$ cat src/rtl/counter_pkg.sv
// Shared constants and helpers for the parametrised up/down counter.
package counter_pkg;

    // Boundary behaviour selectors for the next-value logic.
    localparam logic MODE_WRAP = 1'b0;
    localparam logic MODE_SAT  = 1'b1;

    // Ceiling log2, used at elaboration to validate parameter ranges.
    function automatic int unsigned clog2(input longint unsigned value);
        int unsigned     r_bits;
        longint unsigned r_span;
        r_bits = 0;
        r_span = 1;
        for (int i = 0; i < 64; i++) begin
            if (r_span < value) begin
                r_span = r_span << 1;
                r_bits = r_bits + 1;
            end
        end
        return r_bits;
    endfunction

endpackage

$ cat src/rtl/counter_next.sv
// Combinational next-value calculation: one step up or down with wrap/clamp
// handling. Arithmetic is carried at WIDTH+1 bits so nothing overflows.
module counter_next
    import counter_pkg::*;
#(
    parameter int unsigned WIDTH   = 8,
    parameter int unsigned MAX_VAL = 255,
    parameter int unsigned STEP_W  = 4
) (
    input  logic [WIDTH-1:0]  i_value,
    input  logic [STEP_W-1:0] i_step,
    input  logic              i_direction,
    input  logic              i_mode,
    output logic [WIDTH-1:0]  o_next,
    output logic              o_boundary
);

    localparam logic [WIDTH:0] MAX_EXT = (WIDTH+1)'(MAX_VAL);
    localparam logic [WIDTH:0] MOD_EXT = (WIDTH+1)'(MAX_VAL + 1);

    logic [WIDTH:0] w_cur;
    logic [WIDTH:0] w_step;
    logic [WIDTH:0] w_sum;

    assign w_cur  = {1'b0, i_value};
    assign w_step = (WIDTH+1)'(i_step);
    assign w_sum  = w_cur + w_step;

    // Pick the stepped value, folding it back into 0..MAX_VAL when it leaves the range.
    always_comb begin
        // NOTE: every output gets a default first so no path leaves it unassigned (no latch).
        o_next     = WIDTH'(w_sum);
        o_boundary = 1'b0;
        if (i_direction) begin
            if (w_sum > MAX_EXT) begin
                o_boundary = 1'b1;
                o_next     = (i_mode == MODE_SAT) ? WIDTH'(MAX_EXT) : WIDTH'(w_sum - MOD_EXT);
            end
        end else begin
            if (w_step > w_cur) begin
                o_boundary = 1'b1;
                o_next     = (i_mode == MODE_SAT) ? '0 : WIDTH'(w_cur + MOD_EXT - w_step);
            end else begin
                o_next     = WIDTH'(w_cur - w_step);
            end
        end
    end

endmodule

$ cat src/rtl/updown_counter_mod.sv
// Parametrised up/down counter with modulus, step, wrap/saturate mode,
// synchronous load and a registered boundary-event flag.
module updown_counter_mod
    import counter_pkg::*;
#(
    parameter int unsigned WIDTH    = 8,
    parameter int unsigned MAX_VAL  = 255,
    parameter int unsigned STEP_W   = 4,
    parameter int unsigned SATURATE = 0
) (
    input  logic              clk,
    input  logic              rst_n,
    input  logic              enable,
    input  logic              direction,
    input  logic              load,
    input  logic [WIDTH-1:0]  load_value,
    input  logic [STEP_W-1:0] step,
    output logic [WIDTH-1:0]  counter_out,
    output logic              boundary,
    output logic              at_max,
    output logic              at_min
);

    localparam logic [WIDTH:0]   MAX_EXT = (WIDTH+1)'(MAX_VAL);
    localparam logic [WIDTH-1:0] MAX_W   = WIDTH'(MAX_VAL);
    localparam logic             MODE    = (SATURATE != 0) ? MODE_SAT : MODE_WRAP;

    // Reject parameter sets that cannot be represented or that allow a step
    // larger than the whole count range.
    if (clog2(longint'(MAX_VAL) + 1) > WIDTH) begin : g_bad_max
        $fatal(1, "updown_counter_mod: MAX_VAL does not fit in WIDTH bits");
    end
    if (((longint'(1) << STEP_W) - 1) > longint'(MAX_VAL)) begin : g_bad_step
        $fatal(1, "updown_counter_mod: largest step exceeds MAX_VAL");
    end

    logic [WIDTH-1:0] r_count;
    logic             r_boundary;
    logic [WIDTH-1:0] w_next;
    logic             w_boundary_event;
    logic [WIDTH-1:0] w_load_clamped;

    counter_next #(
        .WIDTH   (WIDTH),
        .MAX_VAL (MAX_VAL),
        .STEP_W  (STEP_W)
    ) u_next (
        .i_value     (r_count),
        .i_step      (step),
        .i_direction (direction),
        .i_mode      (MODE),
        .o_next      (w_next),
        .o_boundary  (w_boundary_event)
    );

    assign w_load_clamped = ({1'b0, load_value} > MAX_EXT) ? MAX_W : load_value;

    // Count register and event flag: reset > load > hold > count.
    always_ff @(posedge clk) begin
        // NOTE: reset is synchronous, so it is just the highest-priority branch of the clocked block.
        if (!rst_n) begin
            // NOTE: non-blocking assignments for all flop updates so every register samples pre-edge values.
            r_count    <= '0;
            r_boundary <= 1'b0;
        end else if (load) begin
            r_count    <= w_load_clamped;
            r_boundary <= 1'b0;
        end else if (!enable) begin
            r_boundary <= 1'b0;
        end else begin
            r_count    <= w_next;
            r_boundary <= w_boundary_event;
        end
    end

    assign counter_out = r_count;
    assign boundary    = r_boundary;
    assign at_max      = (r_count == MAX_W);
    assign at_min      = (r_count == '0);

endmodule
$ cat config.mk
export PLATFORM = sky130hd
export DESIGN_NAME = updown_counter_mod
export DESIGN_NICKNAME = d
export VERILOG_FILES = /design/src/rtl/counter_pkg.sv /design/src/rtl/counter_next.sv /design/src/rtl/updown_counter_mod.sv
export SDC_FILE = /design/constraint.sdc
export NUM_CORES = 1
export LEC_CHECK = 0
export ABC_AREA = 1
export BUFFER_PORTS_ARGS = -buffer_cell sky130_fd_sc_hd__buf_2
export CORE_MARGIN = 2
export CORE_UTILIZATION = 35
export DETAILED_ROUTE_END_ITERATION = 12
export PLACE_DENSITY_LB_ADDON = 0.15
export SKIP_LAST_GASP = 1
export SLEW_MARGIN = 10
export SYNTH_ARGS = -nofsm -noshare
export SYNTH_HDL_FRONTEND = slang
export SYNTH_SLANG_ARGS = --single-unit
$ cat constraint.sdc
create_clock -name clk -period 2.5 [get_ports clk]
set_input_delay 0.5 -clock clk [delete_from_list [all_inputs] [get_ports clk]]
set_output_delay 0.5 -clock clk [all_outputs]
set_load 0.02 [all_outputs]
==> flow_summary.yaml <==
run_status:
  status: "completed"
setup_path:
  critPathKind: "reg2out"
  start_kind: "flop"
  r2r_setup_slack_ns: 0.71
  crit_fanout: 10
  worst_r2r_path_depth: 13
  crit_path_end_kind: "primary output"
  r2r-end: "counter_out[6]$_SDFFE_PN0P_"
  reg2reg_from: "counter_out[0]$_SDFFE_PN0P_"
  worst_ep_arrival_time_ns: 1.36
  required_ns: 2.00
floorplan:
  fp.dieH_um: 54.7
  pin_count: 28
  start_util_pct: 36.6
  die_area_um2: 2990
  core-area_um2: 2450
  dieWidth_um: 54.7
  rows: 18
clock_network:
  clk_latency_ns: 0.27
  h-tree-depth: 1
  clock-sinks: 9
  clk_pin_slew_ns: 0.07
  ctsHoldBuffers: 0
  cts_made_buffers: 3
  cts_root_buffer: "clkbuf_4"
  cts_tree: "built"
  cts_setup_buffers: 0
  clockBufferDepth: 2
  cts_resized: 0
synthesis:
  synth_area_per_cell_um2: 6.43
  ys_seq_elements: 9
  ys_warn_count: 0
  syn_inst: 140
  syn_area_um2: 900
  synth.distinct_cells: 24
  seq_area_frac_synth_pct: 20.0
  syn_nets: 167
timing:
  setup_violations: 0
  rsz0062_at_grt: "false"
  maxSlewHeadroom_pct: 77.0
  setup_tns_ns: 0
  max_freq_ghz: 0.537
  fin_hold_ws_ns: 0.470
  setup_slack_ns: 0.638
  post-route-min-period_ns: 1.86
  hold_viol: 0
  timing.final.crit_share_pct: 74.5
  drv_slew: 0
  worst_slew_pin_slew_ns: 0.344
  fin_worst_skew_ns: 0.00371
final_layout:
  areaGrowthSynthToFinish_pct: 19.6
  num_antenna_cells: 0
  final_cell_area_um2: 1080
  layout_common_cells: "nand2_1, buf_2, inv_1"
  drive_gt1_share_pct: 20.2
  final_core_util_pct: 43.8
  stdcell_count: 198
  final_common_cell: "nand2_1"
  nets: 196
placed_design:
  place.gp.congestion: 0.811
  place_hpwl_um: 1940
  place_area_um2: 1050
  numPortBuffers: 27
  place_ws_ns: 0.589
  place_inst: 194
pwr:
  power_uw: 470
  peakVddDrop_mv: 0.304
  p_leak_nw: 0.583
  p_per_area_nw_per_um2: 437
route:
  drtIter0Drc: 25
  ant_nets: 0
  detail_route.wl_per_cell_um: 12.0
  wirelength_um: 2380
  drc_errors: 0
  viasPerCell: 5.09
  firstDrtPassIters: 4
  num_vias: 1008
min_path:
  hp-class: "in2reg"
  worstHoldStart: "rst_n"
  hold_end: "counter_out[0]$_SDFFE_PN0P_"
  holdPathStages: 3
job:
  drv_cap: 0
global_routing:
  globalRouteOverflowTotal: 0
  grt_pass1_wl_um: 3910
  grt_use_total_pct: 18.1
  grt_pass1_vias: 926
  grt_antenna_before_repair: 0
  grt_max_degree: 12
==> area by class of cell <==
cell class	instances	area, µm²
repair buffers	27	135
clock inverters	1	5.00
multi-input cells	108	621
clock buffers	3	22.5
well taps	30	37.5
flip-flops and latches	9	180
inverters	20	75.1
fillers	290	1380
==> cell usage after synthesis <==
cell       n  area share [%]
nand3_1   12             6.7
nor4_1     1            0.70
nor2_4     1             1.3
a21oi_1    9             5.0
o21ai_0    4             2.2
nand4_1    2             1.4
buf_4      1            0.83
inv_2      1            0.42
nor2_8     1             2.2
dfxtp_1    9              20
nor2_1    10             4.2
fa_1       2             4.5
a31oi_1    1            0.70
o22ai_1    1            0.70
xnor2_1    1            0.97
buf_2      1            0.56
ha_1       8              11
nand2_1   41              17
o21ai_1    1            0.56
nor3_1     4             2.2
buf_6      1             1.3
inv_1     19             7.9
a22oi_1    6             5.0
nand3b_1   3             2.5
==> how the worst max path moves through the flow <==
stage | startpoint | end | cells after the start
after floorplan | counter_out[4]$_SDFFE_PN0P_ | at_min | 4
after global placement | step[0] | counter_out[6]$_SDFFE_PN0P_ | 13
after detailed placement | step[0] | counter_out[2]$_SDFFE_PN0P_ | 8
after CTS | counter_out[4]$_SDFFE_PN0P_ | at_max | 5
after global routing | counter_out[0]$_SDFFE_PN0P_ | counter_out[4]$_SDFFE_PN0P_ | 12
final | counter_out[4]$_SDFFE_PN0P_ | at_max | 5
==> power by group <==
group	switching (mW)	leakage [nW]	total [mW]	internal, mW
clock	0.0594	0.0177	0.119	0.0593
sequential	0.0197	0.0743	0.174	0.154
combinational	0.109	0.491	0.178	0.0684
==> logic make-up (layout without fill, tap and decap cells) <==
logic type | Yosys count | count (layout) | synth area share (%)
flops | 9 | 9 | 20.0
xor+xnor | 1 | 1 | 0.974
compound gates | 22 | 22 | 14.2
fa+ha+maj | 10 | 10 | 15.6
simple gates | 75 | 75 | 38.2
buf+inv | 23 | 51 | 11.0
==> flip-flops by register name, indices dropped and copies added (netlist names) <==
signal and flops:
counter_out 8, boundary 1
==> metal layers <==
| layer | track usage, % | part of all wire (%) |
|---|---|---|
| met3 | 4.92 | 4.2 |
| met5 | 0 | 0 |
| met2 | 31.0 | 49 |
| met4 | 2.92 | 0.71 |
| met1 | 22.8 | 46 |
==> worst max-delay path, stage by stage (launching register included) <==
cell	delay [ns]
dfxtp_1	0.53
nand2_1	0.09
inv_1	0.07
nand3_1	0.10
nor2_1	0.12
buf_2	0.17
Note: power is estimated with default switching activity, not from simulation.
